===== src/rtl/sort_engine.sv =====
// Batch sorter: captures DEPTH elements by strobe, sorts them with an odd-even transposition network (one phase per cycle), holds the result until ack.
// Optional macro SORT_DESC_EN enables the descend input; without it the order is always ascending.
module sort_engine #(
    parameter int DATA_W = 4,
    parameter int DEPTH  = 5,
    parameter int CNT_W  = $clog2(DEPTH + 1)
) (
    input  logic                    clk,
    input  logic                    rst,
    input  logic [DATA_W-1:0]       in_data,
    input  logic                    in_valid,
    input  logic                    descend,
    input  logic                    ack,
    output logic [CNT_W-1:0]        count,
    output logic                    busy,
    output logic                    done,
    output logic [DATA_W*DEPTH-1:0] sorted_values
);

    localparam int PH_W = (DEPTH > 1) ? $clog2(DEPTH) : 1;

    typedef enum logic [1:0] {
        S_LOAD = 2'd0,
        S_SORT = 2'd1,
        S_DONE = 2'd2
    } state_t;

    state_t                   r_state;
    logic [DATA_W-1:0]        r_arr [DEPTH];
    logic [PH_W-1:0]          r_phase;
    logic [CNT_W-1:0]         r_count;
    logic                     r_busy;
    logic                     r_done;
    logic [DATA_W*DEPTH-1:0]  r_sorted;

    logic [DATA_W-1:0]        w_next [DEPTH];
    logic [DATA_W*DEPTH-1:0]  w_pack;
    logic [DEPTH-2:0]         w_swap;

`ifdef SORT_DESC_EN
    logic                     r_desc;
`else
    logic                     w_unused_descend;
    assign w_unused_descend = descend;
`endif

    // Pair j is active when its lower index parity matches the current phase parity.
    for (genvar j = 0; j < DEPTH - 1; j++) begin : g_pair
        logic w_cond;
`ifdef SORT_DESC_EN
        assign w_cond = r_desc ? (r_arr[j] < r_arr[j+1]) : (r_arr[j] > r_arr[j+1]);
`else
        assign w_cond = (r_arr[j] > r_arr[j+1]);
`endif
        assign w_swap[j] = w_cond && (r_phase[0] == 1'(j % 2));
    end

    // Active pairs in one phase are disjoint, so each element takes at most one neighbour.
    for (genvar k = 0; k < DEPTH; k++) begin : g_elem
        if (k == 0) begin : g_first
            assign w_next[k] = w_swap[0] ? r_arr[1] : r_arr[0];
        end else if (k == DEPTH - 1) begin : g_last
            assign w_next[k] = w_swap[k-1] ? r_arr[k-1] : r_arr[k];
        end else begin : g_mid
            assign w_next[k] = w_swap[k]   ? r_arr[k+1] :
                               w_swap[k-1] ? r_arr[k-1] : r_arr[k];
        end
        assign w_pack[k*DATA_W +: DATA_W] = w_next[k];
    end

    // Control FSM, element storage and registered outputs.
    always_ff @(posedge clk) begin
        if (rst) begin
            r_state  <= S_LOAD;
            r_phase  <= '0;
            r_count  <= '0;
            r_busy   <= 1'b0;
            r_done   <= 1'b0;
            r_sorted <= '0;
`ifdef SORT_DESC_EN
            r_desc   <= 1'b0;
`endif
            for (int k = 0; k < DEPTH; k++) begin
                r_arr[k] <= '0;
            end
        end else begin
            case (r_state)
                S_LOAD: begin
                    if (in_valid) begin
                        for (int k = 0; k < DEPTH; k++) begin
                            if (r_count == CNT_W'(k)) begin
                                r_arr[k] <= in_data;
                            end
                        end
                        r_count <= r_count + CNT_W'(1);
                        if (r_count == CNT_W'(DEPTH - 1)) begin
                            r_state <= S_SORT;
                            r_phase <= '0;
                            r_busy  <= 1'b1;
`ifdef SORT_DESC_EN
                            r_desc  <= descend;
`endif
                        end
                    end
                end
                S_SORT: begin
                    for (int k = 0; k < DEPTH; k++) begin
                        r_arr[k] <= w_next[k];
                    end
                    if (r_phase == PH_W'(DEPTH - 1)) begin
                        r_sorted <= w_pack;
                        r_state  <= S_DONE;
                        r_busy   <= 1'b0;
                        r_done   <= 1'b1;
                        r_phase  <= '0;
                    end else begin
                        r_phase  <= r_phase + PH_W'(1);
                    end
                end
                S_DONE: begin
                    if (ack) begin
                        r_state <= S_LOAD;
                        r_count <= '0;
                        r_done  <= 1'b0;
                    end
                end
                default: begin
                    r_state <= S_LOAD;
                    r_phase <= '0;
                    r_count <= '0;
                    r_busy  <= 1'b0;
                    r_done  <= 1'b0;
                end
            endcase
        end
    end

    assign count         = r_count;
    assign busy          = r_busy;
    assign done          = r_done;
    assign sorted_values = r_sorted;

endmodule


===== config.mk =====
export PLATFORM = sky130hd
export DESIGN_NAME = sort_engine
export DESIGN_NICKNAME = d
export VERILOG_FILES = /design/src/rtl/sort_engine.sv
export SDC_FILE = /design/constraint.sdc
export NUM_CORES = 1
export LEC_CHECK = 0
export ABC_AREA = 1
export ABC_CLOCK_PERIOD_IN_PS = 2350
export BUFFER_PORTS_ARGS = -buffer_cell sky130_fd_sc_hd__buf_2
export CAP_MARGIN = 20
export CELL_PAD_IN_SITES_DETAIL_PLACEMENT = 1
export CELL_PAD_IN_SITES_GLOBAL_PLACEMENT = 1
export CORE_ASPECT_RATIO = 0.6
export CORE_UTILIZATION = 42
export DETAILED_ROUTE_END_ITERATION = 7
export PLACE_DENSITY = 0.86
export SETUP_SLACK_MARGIN = 0.3
export SLEW_MARGIN = 0
export SYNTH_ARGS = -nofsm -noshare
export SYNTH_HDL_FRONTEND = slang
export SYNTH_SLANG_ARGS = --single-unit

===== constraint.sdc =====
create_clock -name clk -period 2.35 [get_ports clk]
set_input_delay 0.47 -clock clk [delete_from_list [all_inputs] [get_ports clk]]
set_output_delay 0.47 -clock clk [all_outputs]
set_load 0.02 [all_outputs]

# Word level (Yosys, flattened, before mapping)
# Memory sizes are Yosys's and may differ from the RTL's.
# Cells that the tools add are included.
# classes
n_addsub,2
magnitude_cmp,4
n_eq_ne,11
n_mux,67
bitwise_logic,14
n_reduce_logical,12
# op_table
op,n
4-bit two-way mux,18
1-bit two-way mux,35
3-bit case mux with 3 select lines,2
4-bit > comparator,4
3-bit two-way mux,5
1-bit bitwise OR,10
3-bit AND reduction,3
2-bit two-way mux,4
"2-bit inequality test, second input constant",4
4-bit AND reduction,2
"3-bit by 1-bit adder with 3-bit output, second input constant",2
"3-bit by 2-bit equality test with 1-bit output, second input constant",2
"3-bit equality test, second input constant",2
1-bit case mux with 3 select lines,2
2-bit case mux with 3 select lines,1
1-bit logical AND,4
1-bit inverter,4
"3-bit by 1-bit equality test with 1-bit output, second input constant",1
3-bit logical NOT,1
"2-bit by 1-bit equality test with 1-bit output, second input constant",1
"2-bit equality test, second input constant",1
2-bit logical NOT,1
2-bit AND reduction,1
# word_totals
register_bits,30
ram_bits,20
inputBits,9
out_inout_bits,25
word_cells,117
memories,1
# memory_table
name,depth,width,read_ports,rd_clocked_by_memory_dff,write_ports,line_no,rtl
r_arr,5,4,5,0,5,29,logic [DATA_W-1:0] r_arr [DEPTH];

# Depth between registers and ports, before layout
# logic_depth
depth_word,8
ltp_mapped,14
mapped_depth_nobuf,13

# Least setup slack after synthesis
# No wires, ideal clock.
# synth_timing
kind,register to register
from,memory r_arr[3][3] (netlist: r_arr[0][15])
to,memory r_arr[2][2] (netlist: r_arr[0][10]) (data pin)
setup_time_ns,0.256
arrival_time_ns,1.489
t_required_ns,2.094
slack_ns,0.605
stages_incl_launch_ff,11
path_buffers,0
period_less_slack_ns,1.745
path_cell_list,edfxtp_1 inv_1 ha_1 nand2_1 nor2_1 nor2_1 nand2_1 nand3_1 nand2_1 nand2_1 nand2_1
# synth_lines
element,line_no
start: declaration,29

==> impl_metrics.ini <==
[cts]
cts_hold_buffers = 0
root_buffer = clkbuf_16
clock_path_buffers = 2
htree_num_levels = 2
cts_tree = yes
cts.sinks = 50
clk_pin_slew_ps = 70
clock_latency_ps = 300
cts_made_buffers = 5

[power_and_ir_drop]
switchingPower_uw = 840.7
leakage_uw = 0.001956
p_per_area_nw_per_um2 = 680.8
p_clk_share_pct = 30.6
combPwrFrac_pct = 27.7
total_power_uw = 2414
seqPwrFrac_pct = 41.7
ir_drop_mv = 0.2956
power.internal_uw = 1573
netSwitchingFraction_pct = 34.83

[timing]
final-setup-viol-count = 0
rsz0062_at_grt = true
finalSetupTns_ps = 0
drv_slew = 0
fmax_mhz = 490.6
finalHoldViolCount = 0
setup_ws_ps = 311.7
fin_skew_ps = 9.299
tightest_slew_ps = 777.4
whs_ps = 481.8
min_period_over_period_pct = 86.74
period_needed_ps = 2038
slew_headroom_pct = 47.62

[setup_path]
r2r-end = r_arr[0][5]$_DFFE_PP_
r2r_slack_ps = 310
crit_family = simple AND/OR/NAND/NOR gates
max_stage_delay_ps = 420
path_class = flop to flop
path_buf_inv = 2
path_cells = inv_1 > ha_1 > nand2_1 > nor2_1 > nor2_4 > buf_4 > nand3_1 > nand3_1 > nand2_1 > nand2_1 > nand2_1
crit_top_cell = nand2_1
critPathLaunchType = flop
required_ps = 2390
reg2reg_depth = 11
crit_fanout = 5
critPathCaptureType = flop
r2r_start = r_arr[0][5]$_DFFE_PP_
arrival_ps = 2080
critPathSlowestCell = edfxtp_1

[cells_and_area]
multi_input_area_um2 = 1590
mostFrequentLayoutCells = 136 x nand2_1, 65 x inv_1, 49 x nor2_1
n_antenna_cell = 0
fill_cells = 900
ff_latch_area_um2 = 1201
final_common_cell = nand2_1
syn2layout_area_growth_pct = 17.54
layout-drive-gt1-share_pct = 15.30
nets = 508

[routing]
viasPerCell = 5.115
drtIter0Drc = 102
first_pass_iters = 6
wl_per_cell_um = 15.36
postRouteAntennaNets = 0
drt_wl_total_um = 8664
drc = 2
vias = 2885

[hold_path]
hold_end = busy$_SDFFE_PP0P_
holdPathStages = 2
hp-class = flop to flop
hold_start = busy$_SDFFE_PP0P_

[die]
io_pins = 34
die_w_um = 111.4
core_um2 = 6820
num_rows = 23
die_area_um2 = 7536
die_h_um = 67.65
start_util_pct = 44.23

[synth]
synth_area_um2 = 3017
ys_ff_latch = 50
ys.flop_type = dfxtp_1
synth_area_per_cell_um2 = 6.951
async_flop_share_pct = 0
synth_cells = 434
syn-num-nets = 466
synth.distinct_cells = 28
synth_top_cell_area_share_pct = 19.91
ys_top_cells_by_area = dfxtp_1 20%, edfxtp_1 20%, nand2_1 18%
yosys.area.top_type = dfxtp_1
synth_enable_flop_cells = 20
ys_seq_area_share_pct = 39.82
ys_warn_count = 0

[global_routing]
grt_max_degree = 29
overflow = 0
antenna_found_initial = 0
grt_pass1_vias = 2744
grt_pass1_wl_um = 13670
track_usage_pct = 23.84

[place]
dpl.hpwl_um = 6301
io_buffers = 32
place.gp.congestion = 0.8854
dp_slack_ps = 221.8

[run]
max_cap_violations = 0

[status]
status = complete, but fails checks
violations = design-rule violations
-- layout make-up --
class,instances,share of cell area [%]
multi-input cells,309,44.85
flip-flops and latches,50,33.87
inverters,69,7.304
repair buffers,41,6.775
clock buffers,5,3.529
well taps,87,3.070
clock inverters,3,0.5999
-- stage by stage --
step / area, um^2 / util, % / instances
6_report: 3546 / 51.99 / 564
5_1_grt: 3546 / 51.99 / 564
4_1_cts: 3446 / 50.52 / 557
3_5_place_dp: 3289 / 48.23 / 549
3_3_place_gp: 3289 / 48.23 / 549
2_1_floorplan: 3017 / - / 434
-- power groups by stage --
stage	Combinational [uW]	Clock (uW)	Sequential, uW
detailed placement	580	0	1020
global route	758	782	1010
floorplan	415	0	1020
global placement	546	0	1020
CTS	593	747	1000
finish	670	738	1010
-- worst max path at each step --
stage                                       from  cells after the start                     end
after floorplan           r_arr[0][15]$_DFFE_PP_                     10  r_arr[0][10]$_DFFE_PP_
after global placement    r_arr[0][15]$_DFFE_PP_                      7  r_arr[0][17]$_DFFE_PP_
after detailed placement   r_arr[0][5]$_DFFE_PP_                     12   r_arr[0][6]$_DFFE_PP_
after CTS                  r_arr[0][5]$_DFFE_PP_                     12   r_arr[0][6]$_DFFE_PP_
after global routing      r_arr[0][13]$_DFFE_PP_                     11  r_arr[0][12]$_DFFE_PP_
final                      r_arr[0][5]$_DFFE_PP_                     11   r_arr[0][5]$_DFFE_PP_
-- what timing repair did --
item | 4_1_cts | 5_1_grt
setup buffers | 0 | 4
endpoints found under the setup margin | 27 | 32
gates cloned | 0 | 3
gates resized for setup | 4 | 18
pin swaps | 0 | 6
-- synthesized netlist by cell type (3+ instances only) --
cell type and number:
nand2_1 143, inv_1 67, nor2_1 51, nand3_1 38, dfxtp_1 30, ha_1 23
edfxtp_1 20, o21ai_0 20, a21oi_1 12, buf_2 4, nor2_2 3
-- cells by family (layout without fill, tap and decap cells) --
family / count (synthesis) / after routing / share of synthesized area [%]
AO/OA/AOI/OAI: 39 / 39 / 6.927
XOR/XNOR: 1 / 1 / 0.2904
adder cells (fa/ha/maj): 23 / 23 / 9.540
buffers and inverters: 78 / 118 / 10.12
flip-flops: 50 / 50 / 39.82
AND/OR/NAND/NOR: 243 / 246 / 33.31
-- tightest hold or removal path, delay by kind of cell (launching register included) --
kind,cells,cell delay (ps)
and+or+nand+nor,2,130
DFF,1,310
-- flip-flops by register name (all words and copies together), names as in the netlist --
signal	count
r_arr	20
done	1
busy	1
r_state	2
r_phase	3
count	3
sorted_values	20
-- metal layers --
metal / vias to the layer above / routed length (um) / global-route usage [%]
li1: 1449 / - / -
met1: 1370 / 4187 / 32.97
met2: 58 / 3826 / 39.22
met3: 8 / 583 / 3.950
met4: 0 / 67 / 6.081
met5: - / 0 / 0
No activity file was read; power rests on OpenSTA's default activity.
